### src/rtl/mmio_io_ctrl.sv
// mmio_io_ctrl: memory-mapped I/O block for the core's memory stage.
// Decodes the I/O region and owns the UART transmit holding register, a small
// receive FIFO, and the cycle / retired-instruction counters. Load data is
// registered so it lines up with synchronous dmem read data.
//
// Handshake semantics: a byte moves across a UART interface on a rising clk
// edge where both valid and ready are high; valid never depends on ready, and
// a producer holds its data stable while valid is high and ready is low.
module mmio_io_ctrl #(
    parameter logic [31:0] IO_BASE  = 32'h8000_0000,
    parameter int          RX_DEPTH = 4
) (
    input  logic        clk,
    input  logic        rst_n,
    input  logic [31:0] req_addr,
    input  logic [31:0] req_wdata,
    input  logic [3:0]  req_we,
    input  logic        req_re,
    input  logic        inst_retire,
    output logic [31:0] rdata,
    output logic        rdata_sel,
    output logic [7:0]  uart_tx_data,
    output logic        uart_tx_valid,
    input  logic        uart_tx_ready,
    input  logic [7:0]  uart_rx_data,
    input  logic        uart_rx_valid,
    output logic        uart_rx_ready
);

    localparam int AW = $clog2(RX_DEPTH);
    localparam int CW = AW + 1;

    localparam logic [7:0] OFF_STATUS = 8'h00;
    localparam logic [7:0] OFF_RXDATA = 8'h04;
    localparam logic [7:0] OFF_TXDATA = 8'h08;
    localparam logic [7:0] OFF_CYCLE  = 8'h10;
    localparam logic [7:0] OFF_INSTR  = 8'h14;
    localparam logic [7:0] OFF_CLEAR  = 8'h18;

    // Request decode
    logic       hit;
    logic [7:0] off;
    logic       is_rd;
    logic       is_wr;

    assign hit   = (req_addr[31:28] == IO_BASE[31:28]);
    assign off   = req_addr[7:0];
    assign is_rd = hit && req_re;
    assign is_wr = hit && (req_we != 4'b0000);

    // Transmit holding register
    logic       tx_full;
    logic [7:0] tx_data;
    logic       tx_hs;
    logic       tx_load;

    assign tx_hs         = tx_full && uart_tx_ready;
    // A write while full is dropped even if the handshake frees the slot this cycle.
    assign tx_load       = is_wr && (off == OFF_TXDATA) && !tx_full;
    assign uart_tx_valid = tx_full;
    assign uart_tx_data  = tx_data;

    // Receive FIFO
    logic [7:0]    rx_mem [RX_DEPTH];
    logic [AW-1:0] wr_ptr;
    logic [AW-1:0] rd_ptr;
    logic [CW-1:0] rx_count;
    logic          rx_full;
    logic          rx_nonempty;
    logic          rx_push;
    logic          rx_pop;

    assign rx_full       = (rx_count == CW'(RX_DEPTH));
    assign rx_nonempty   = (rx_count != '0);
    assign uart_rx_ready = !rx_full;
    assign rx_push       = uart_rx_valid && !rx_full;
    assign rx_pop        = is_rd && (off == OFF_RXDATA) && rx_nonempty;

    // Counters
    logic [31:0] cyc_cnt;
    logic [31:0] inst_cnt;
    logic        cnt_clr;

    assign cnt_clr = is_wr && (off == OFF_CLEAR);

    // Transmit holding register: load when empty, drain on handshake
    always_ff @(posedge clk or negedge rst_n) begin
        if (!rst_n) begin
            tx_full <= 1'b0;
            tx_data <= 8'h00;
        end else if (tx_load) begin
            tx_full <= 1'b1;
            tx_data <= req_wdata[7:0];
        end else if (tx_hs) begin
            tx_full <= 1'b0;
        end
    end

    // Receive FIFO storage; contents are only observable while counted
    always_ff @(posedge clk) begin
        if (rx_push) begin
            rx_mem[wr_ptr] <= uart_rx_data;
        end
    end

    // Receive FIFO pointers and occupancy; pointers wrap naturally
    always_ff @(posedge clk or negedge rst_n) begin
        if (!rst_n) begin
            wr_ptr   <= '0;
            rd_ptr   <= '0;
            rx_count <= '0;
        end else begin
            if (rx_push) begin
                wr_ptr <= wr_ptr + AW'(1);
            end
            if (rx_pop) begin
                rd_ptr <= rd_ptr + AW'(1);
            end
            case ({rx_push, rx_pop})
                2'b10:   rx_count <= rx_count + CW'(1);
                2'b01:   rx_count <= rx_count - CW'(1);
                default: rx_count <= rx_count;
            endcase
        end
    end

    // Performance counters; a clear write wins over the increment
    always_ff @(posedge clk or negedge rst_n) begin
        if (!rst_n) begin
            cyc_cnt  <= 32'h0;
            inst_cnt <= 32'h0;
        end else if (cnt_clr) begin
            cyc_cnt  <= 32'h0;
            inst_cnt <= 32'h0;
        end else begin
            cyc_cnt  <= cyc_cnt + 32'h1;
            inst_cnt <= inst_cnt + {31'h0, inst_retire};
        end
    end

    // Read mux over pre-edge register values
    logic [31:0] rd_val;
    always_comb begin
        rd_val = 32'h0;
        case (off)
            OFF_STATUS: rd_val = {30'h0, rx_nonempty, !tx_full};
            OFF_RXDATA: rd_val = rx_nonempty ? {24'h0, rx_mem[rd_ptr]} : 32'h0;
            OFF_CYCLE:  rd_val = cyc_cnt;
            OFF_INSTR:  rd_val = inst_cnt;
            default:    rd_val = 32'h0;
        endcase
    end

    // Registered load response; zero whenever no I/O load was issued
    always_ff @(posedge clk or negedge rst_n) begin
        if (!rst_n) begin
            rdata     <= 32'h0;
            rdata_sel <= 1'b0;
        end else begin
            rdata     <= is_rd ? rd_val : 32'h0;
            rdata_sel <= is_rd;
        end
    end

endmodule

### config.mk
export PLATFORM = sky130hd
export DESIGN_NAME = mmio_io_ctrl
export DESIGN_NICKNAME = d
export VERILOG_FILES = /design/src/rtl/mmio_io_ctrl.sv
export SDC_FILE = /design/constraint.sdc
export NUM_CORES = 1
export LEC_CHECK = 0
export ABC_AREA = 1
export BUFFER_PORTS_ARGS = -buffer_cell sky130_fd_sc_hd__buf_2
export CELL_PAD_IN_SITES_DETAIL_PLACEMENT = 2
export CELL_PAD_IN_SITES_GLOBAL_PLACEMENT = 2
export CORE_MARGIN = 3
export CORE_UTILIZATION = 35
export DETAILED_ROUTE_END_ITERATION = 8
export PLACE_DENSITY_LB_ADDON = 0.1
export SYNTH_ARGS = -nofsm -noshare
export SYNTH_HDL_FRONTEND = slang
export SYNTH_SLANG_ARGS = --single-unit
### constraint.sdc
create_clock -name clk -period 4.1 [get_ports clk]
set_input_delay 1.23 -clock clk [delete_from_list [all_inputs] [get_ports clk]]
set_output_delay 1.23 -clock clk [all_outputs]
set_load 0.05 [all_outputs]
# Yosys cells after proc, flatten, opt, wreduce, memory -nomap -nowiden
# Memory sizes are Yosys's and may differ from the RTL's.
# Cells that the tools add are included.
# word_totals
mem_bits_rw,32
inputBits,82
elab_cells,51
mem_bits_ro,0
out_inout_bits,43
n_memories,1
reg_bits,113
latchBits,0
# op_classes
div,0
n_shift,0
reduce_logical,16
bitwise,0
eq_ne,9
n_lt_le_gt_ge,0
muxes,10
n_addsub,6
multipliers,0
# mem_list
name,words,width,rd,rd_ports_with_merged_regs,write_ports,line_no,rtl
rx_mem,4,8,1,0,1,64,logic [7:0] rx_mem [RX_DEPTH];
# op_table
operator,count
one-hot mux 32 bit (4 select lines),1
two-way mux 32 bit,3
adder 32 x 1 -> 32 bit,1
adder 32 x 1 -> 32 bit (second input constant),1
== test 8 x 5 -> 1 bit (second input constant),3
logical AND 1 bit,9
== test 8 x 3 -> 1 bit (second input constant),1
== test 8 x 4 -> 1 bit (second input constant),1
logical NOT 8 bit,1
two-way mux 8 bit,1
one-hot mux 3 bit (2 select lines),1
adder 2 x 1 -> 2 bit (second input constant),2
== test 4 bit (second input constant),1
two-way mux 1 bit,4
nonzero test 2 bit,2
nonzero test 4 bit,1
adder 3 x 1 -> 3 bit (second input constant),1
== test 3 bit (second input constant),1
nonzero test 3 bit,1
subtractor 3 x 1 -> 3 bit (second input constant),1
== test 2 x 1 -> 1 bit (second input constant),1
== test 2 bit (second input constant),1
logical NOT 1 bit,2

# Depth between registers and ports, before layout
# Gate-level depths: netlist (run 1).
# depth
word_depth,6
depth_mapped,11

# Worst setup path before layout (run 1)
# OpenSTA, ideal clock, no wires.
# synth_timing
kind,input -> register
from,in req_addr[5]
to,reg rx_count[2]
required_ps,3969
path_buffers,0
slack_ps,1200
cell_stages,11
arrival_ps,2770
setup_time_ps,131
path_cell_list,nor2_1 nand2_1 nor2_1 nand2_2 nor2_4 ha_1 inv_1 fa_1 a21oi_1 o21ai_0 xor2_1
# synth_between
elab_chain_len,5
elab_cells_between_ends,7
# synth_lines
element,line_no,rtl
"start, declared",15,"input logic [31:0] req_addr,"
== test 8 x 3 -> 1 bit *,77,assign rx_pop = is_rd && (off == OFF_RXDATA) && rx_nonempty;
logical AND 1 bit * (2 in a row),77,
net rx_pop,71,logic rx_pop;
== test 2 x 1 -> 1 bit or == test 2 bit (tied branches),119,"case ({rx_push, rx_pop})"
one-hot mux 3 bit (2 select lines) or nonzero test 2 bit (tied branches),-,
"end signal, assigned",120,2'b10: rx_count <= rx_count + CW'(1);
"end signal, assigned",121,2'b01: rx_count <= rx_count - CW'(1);
"end signal, assigned",122,default: rx_count <= rx_count;
"end, declared",67,logic [CW-1:0] rx_count;
# The timed path passes the listed nets; every way through them passes the cells marked *.
# A chain may end at the register's enable or synchronous reset.

# Worst setup path after layout (run 1)
# layout_timing
from,in req_addr[7]
to,reg rx_count[2]
# The elaborated chain is that of the path after synthesis.

==> results.md, run 1 <==
* 42.5% — share of the core filled with cells in the final layout
* 37.8% — area fraction of the dominant cell type after synthesis
* 5 — router iterations before antenna repair
* 765 ps — worst slack after detailed placement
* 18.8 um — post-detailed-route wirelength per cell
* register — capturing element type of the critical path
* 52 — number of cell rows
* 24,700 um — sum of routed wire length over all layers
* input pin — kind of start point of the critical path
* 286 — violation count after the first detailed-routing iteration
* 32 — number of enable flip-flop cells after synthesis
* 4420 ps — CP required
* 7,369 — vias in the first global route
* 51 — largest net degree at the start of global routing
* 0 — initial antenna violation count
* reg2reg — hold crit path type
* buf_2 -> nor2_1 -> nand2_1 -> nor2_1 -> nand2_2 -> nor2_4 -> ha_1 -> inv_1 -> fa_1 -> a21oi_1 -> o21ai_0 -> xor2_1 — CP Cell Sequence
* 2 — number of instances on the worst hold path
* 36.5% — Max transition margin
* 475 ps — hold slack final
* 32 — library cells used by synthesis
* 4.18 nW — static leakage
* 77.9% — proportion of register bits with asynchronous set or reset after synthesis
* dfrtp_1 38%, nand2_1 16%, edfxtp_1 13%, nor2_1 9.5%, nand3_1 4.3% — Synth area leaders
* 0 — hold buffers post-CTS
* 125 — num ports
* 80 ps — clock-pin slew on the worst setup and hold paths
* 0 — Antenna Cells
* 3.92 mW — total design power
* 946 — number of standard cells after synthesis
* 0.761 — routability cong.
* yes — CTS tree
* 0.000256 V — maximum vdd drop
* nand2_1 — count leader, synth
* 18,100 um — HPWL after detailed placement
* 1,125 — net total in the final layout
* 23,100 um^2 — Total Die Area
* 1200 ps — smallest setup slack after layout
* 440 ps — clock insertion delay at the later pin of the skew report
* 380 ps — slowest cell delay on critical path
* 145 — post-synthesis sequential element count
* 0 — DRC violations left
* 447 nW/um^2 — power density cells
* 10 — Worst R2R Path Depth
* 11.2 ps — worst clock skew
* simple AND/OR/NAND/NOR gates — cell family with most CP delay
* 17.4% — area growth from synthesis to layout
* 16.1% — fraction of layout cells with a size suffix above 1
* 7470 um^2 — Post-Synthesis Cell Area
* 50.7% — part of the Yosys area used for sequential elements
* 345 MHz — timing-limited maximum frequency
* 152 um — Die X
* fa_1 — slowest library cell on the worst path
* 4.92 — number of vias per cell
* nor2_1 — library cell appearing most often on the critical path
* 0 — Final ANT Viol Nets
* 0 — Ys Warns
* 80 — IO buf count
* 0 — total of max-cap violations
* 6,476 — routed vias
* 4 — number of H-tree levels
* dfrtp_1 — Most used DFF post-synth
* 7 — maximum fanout along the worst path
* 152 um — Die Y
* 145 — number of clock sinks
* finished, final reports clean — result of the run
* 12 — critical path depth
* 22.0% — global-route usage over all layers
* 40,600 um — first-pass GRT wire length
* 0 — count of pins over their slew limit
* 949 ps — actual slew at the worst max-slew pin
* 0 — Post CTS Setup Buffer Count
* 2900 ps — clock period minus worst slack
* clkbuf_16 — CTS root buffer
* 1,037 — net count after synthesis
* 2,393 — filler instances
* 0 ps — final total negative setup slack
* no — setup repair after global routing missed its margin
* 0 — number of cells upsized or downsized after cts
* 0 — final hold viol count
* 3220 ps — Arr. time, crit path
* 2 — clk buf depth
* 320 x nand2_1, 189 x nor2_1, 113 x dfrtp_1 — top cells by instance count after synthesis
* in2reg — kind of critical path
* 7.90 um^2 — average footprint of a synthesized cell
* 70.6% — share of the clock period used by the worst path after layout
* 20,600 um^2 — Core Region
* 0 — overall overflow remaining after global route
* 17 — TritonCTS buffer count
* 2 — buffer and inverter count on the worst path
* 36.2% — initial cell density of the core
* dfrtp_1 — cell type contributing the most total cell area after synthesis
* 0 — number of setup violations in the final report
-- metrics by stage --
| step | cell area [um^2] | cells |
|---|---|---|
| 6_report | 8770 | 1317 |
| 3_3_place_gp | 8140 | 1285 |
| 2_1_floorplan | 7470 | 946 |
| 3_5_place_dp | 8140 | 1285 |
| 4_1_cts | 8770 | 1317 |
| 5_1_grt | 8770 | 1317 |
-- final timing paths --
kind | from | to | slack (ps)
hold reg to reg | uart_tx_data[7] | uart_tx_data[7] | 470
setup / recovery | req_addr[7] | rx_count[2] | 1200
min in group asynchronous | rst_n | uart_tx_data[6] | 820
hold / removal | uart_tx_data[7] | uart_tx_data[7] | 470
setup reg to reg | rx_count[0] | rx_count[2] | 1820
max in group asynchronous | rst_n | rdata[31] | 2520
-- worst reg2reg max path, cell delays in order (launching register included) --
cell	delay, ps
dfrtp_1	370
inv_1	90
nand3_1	260
nand2_2	190
nor2_4	190
ha_1	180
inv_1	70
fa_1	380
a21oi_1	140
o21ai_0	120
xor2_1	150
-- placed cells by master, fill, tap and decap left out, types with 11 or more instances in the layout --
master | Yosys | layout
o21ai_0 | 14 | 14
edfxtp_1 | 32 | 32
xnor2_1 | 15 | 15
nor2_1 | 189 | 189
nand3_1 | 64 | 64
a21oi_2 | 14 | 14
nand2_1 | 320 | 320
xor2_1 | 11 | 11
clkbuf_16 | 0 | 17
a21oi_1 | 19 | 19
inv_1 | 83 | 83
dfrtp_1 | 113 | 113
buf_2 | 7 | 79
-- final cells by class --
cell class / count / area (um^2) / area share, %
Sequential cell: 145 / 3790 / 43.2
Multi-Input combinational cell: 695 / 3210 / 36.6
Timing Repair Buffer: 86 / 460 / 5.25
Clock buffer: 17 / 425 / 4.85
Tap cell: 270 / 338 / 3.85
Inverter: 89 / 335 / 3.82
Clock inverter: 15 / 209 / 2.38
-- flip-flops by register name (all words and copies together), names as in the netlist --
register	count
cyc_cnt	32
inst_cnt	32
rd_ptr	2
rdata	32
rdata_sel	1
rx_count	3
rx_mem	32
uart_tx_data	8
uart_tx_valid	1
wr_ptr	2
-- routing by layer --
layer	track usage, %	routed length, um	vias to the layer above
met5	0	0	-
met4	5.57	339	0
met3	3.44	596	27
met2	38.2	12600	78
met1	28.9	11200	3263
li1	-	-	3108
-- cells by family (layout without fill, tap and decap cells) --
family | Yosys count | after routing | synth area share, %
compound gates | 47 | 47 | 3.85
xor+xnor | 26 | 26 | 3.05
fa+ha+maj | 9 | 9 | 1.61
buf+inv | 106 | 207 | 6.26
flops | 145 | 145 | 50.7
simple gates | 613 | 613 | 34.5
-- report_power, final --
| part | switching, mW | internal (mW) | leakage, nW |
|---|---|---|---|
| clock network | 0.805 | 0.842 | 0.305 |
| registers | 0.149 | 1.64 | 1.71 |
| logic | 0.335 | 0.152 | 2.16 |
| total | 1.29 | 2.63 | 4.18 |
No activity file was read; power rests on OpenSTA's default activity.
==> run 2: changes to the inputs <==
- ABC_AREA: 1 -> 0
- CORE_UTILIZATION: 35 -> 36
- clock period: 4.1 -> 2.7 ns (I/O delays scaled with it)
==> results.md, run 2 <==
* 410 ps — slowest cell delay on critical path
* register — capturing element type of the critical path
* 0 — number of setup violations in the final report
* 5.15 — number of vias per cell
* 43.1% — area fraction of the dominant cell type after synthesis
* 340 ps — reg-to-reg setup timing slack
* 48 — number of cell rows
* in2async — hold crit path type
* 46 — largest net degree at the start of global routing
* 560 — number of standard cells after synthesis
* 95.4% — share of the clock period used by the worst path after layout
* 80 — IO buf count
* 29,700 um — first-pass GRT wire length
* no — setup repair after global routing missed its margin
* 0 — Antenna Cells
* 57.8% — part of the Yosys area used for sequential elements
* 11.7 um^2 — average footprint of a synthesized cell
* xor2_1 — library cell appearing most often on the critical path
* 19.9 um — post-detailed-route wirelength per cell
* 3030 ps — CP required
* 77.9% — proportion of register bits with asynchronous set or reset after synthesis
* dfrtp_1 — cell type contributing the most total cell area after synthesis
* 394 ps — hold slack final
* 0.787 — routability cong.
* 619 ps — actual slew at the worst max-slew pin
* 113 x dfrtp_1, 109 x nor2_1, 39 x xor2_1 — top cells by instance count after synthesis
* 5 — router iterations before antenna repair
* in2reg — kind of critical path
* 40 — library cells used by synthesis
* buf_2 -> or3_4 -> nor4_4 -> and3_4 -> ha_4 -> inv_1 -> fa_2 -> xor2_1 -> nor2_1 -> xor2_1 — CP Cell Sequence
* 2 — maximum fanout along the worst path
* 651 — net count after synthesis
* 26.8% — fraction of layout cells with a size suffix above 1
* 5,293 — vias in the first global route
* 7430 um^2 — placed instance area
* 1,786 — filler instances
* dfrtp_1 — Most used DFF post-synth
* 70 ps — clock-pin slew on the worst setup and hold paths
* clkbuf_16 — CTS root buffer
* dfrtp_1 — most common cell after layout, fill and taps aside
* 2580 ps — clock period minus worst slack
* finished, final reports clean — result of the run
* 141 um — Die X
* 10 — Worst R2R Path Depth
* 113 x dfrtp_1, 108 x nor2_1, 79 x buf_2 — highest-count cells in the layout ignoring fill and taps
* 37.4% — initial cell density of the core
* or3_4 — slowest library cell on the worst path
* 430 ps — clock insertion delay at the later pin of the skew report
* 17,900 um — sum of routed wire length over all layers
* 0 — count of pins over their slew limit
* 0 — total of max-cap violations
* rx_count[0] — R2R Path Start
* rx_count[2] — RR Endpoint
* input pin — kind of start point of the critical path
* 2660 um^2 — area occupied by multi-input gates
* 2910 ps — Arr. time, crit path
* 0 — hold buffers post-CTS
* 125 — num ports
* 0.000471 V — maximum vdd drop
* 145 — number of clock sinks
* 754 — net total in the final layout
* 0 — Ys Warns
* 158 — violation count after the first detailed-routing iteration
* 4 — number of H-tree levels
* 141 um — Die Y
* 0 — initial antenna violation count
* 12,200 um — HPWL after detailed placement
* 58.4% — Max transition margin
* yes — CTS tree
* 8040 um^2 — design area
* 0 — DRC violations left
* 32 — number of enable flip-flop cells after synthesis
* 6560 um^2 — Post-Synthesis Cell Area
* 4,644 — routed vias
* 0 — overall overflow remaining after global route
* 0 — Final ANT Viol Nets
* 19.2% — global-route usage over all layers
* 22.6% — area growth from synthesis to layout
* 3790 um^2 — register cell area after layout
* 388 MHz — timing-limited maximum frequency
* 3.55 nW — static leakage
* 717 nW/um^2 — power density cells
* 0 — final hold viol count
* 17 — TritonCTS buffer count
* dfrtp_1 — count leader, synth
* 19,900 um^2 — Total Die Area
* 145 — post-synthesis sequential element count
* dfrtp_1 43%, edfxtp_1 15%, nor2_1 6.2%, xor2_1 5.2%, xnor2_1 3.2% — Synth area leaders
* 2 — clk buf depth
* 17,500 um^2 — Core Region
* 10.2 ps — worst clock skew
-- run 2: repair_timing --
| item | in CTS | in global routing |
|---|---|---|
| resized for setup | 0 | 1 |
| setup buffers | 0 | 0 |
| setup endpoints to repair | 0 | 1 |
-- run 2: power breakdown --
part,internal (mW),total [mW],switching (mW),leakage [nW]
logic,0.255,0.638,0.382,1.44
registers,2.48,2.72,0.232,1.82
clock network,1.33,2.41,1.08,0.295
total,4.07,5.77,1.69,3.55
-- run 2: logic make-up (layout without fill, tap and decap cells) --
logic type      Yosys count  after routing  synth area share (%)
simple gates            239            239                  19.6
flops                   145            145                  57.8
xor+xnor                 63             63                  8.42
compound gates           43             43                  4.33
buf+inv                  38            154                  2.35
mux                      23             23                  5.67
fa+ha+maj                 9              9                  1.83
-- run 2: final cells by class --
| class | instances | share of cell area [%] |
|---|---|---|
| Tap cell | 225 | 3.50 |
| Clock buffer | 17 | 5.29 |
| Multi-Input combinational cell | 377 | 33.1 |
| Inverter | 14 | 0.654 |
| Sequential cell | 145 | 47.1 |
| Clock inverter | 15 | 2.23 |
| Timing Repair Buffer | 108 | 8.09 |
-- run 2: layer usage --
metal  share of wire, %  track usage, %  vias up
met1                 43            24.1     2387
met2                 53            34.4       80
met4                1.2            5.66        0
met5                  0               0        -
met3                2.8            2.99       16
li1                   -               -     2161
-- run 2: metrics by stage --
stage          std cells  TNS, ps  util, %  worst slack [ps]  power (mW)
6_report             901        0     45.8               124        5.77
4_1_cts              901        0     45.8              73.1        5.86
2_1_floorplan        560        0        -              6.97        3.10
5_1_grt              901        0     45.8              17.9        6.06
3_3_place_gp         869     -104     42.4              -104        3.32
3_5_place_dp         869     -347     42.4              -268        3.39
-- run 2: worst max-delay path, delay by kind of cell --
| family | cells | cell delay [ps] |
|---|---|---|
| XOR/XNOR | 2 | 370 |
| AND/OR/NAND/NOR | 4 | 1110 |
| buffers and inverters | 2 | 160 |
| adder cells (fa/ha/maj) | 2 | 460 |
-- run 2: worst max path at each step --
stage	startpoint	endpoint	slack (ps)
final	req_addr[1]	rx_count[2]	120
after global routing	req_addr[1]	rx_count[2]	20
after CTS	req_addr[1]	rx_count[2]	70
after detailed placement	req_addr[6]	rx_count[2]	-270
after global placement	req_addr[6]	rx_count[2]	-100
after floorplan	req_addr[6]	rx_count[2]	7
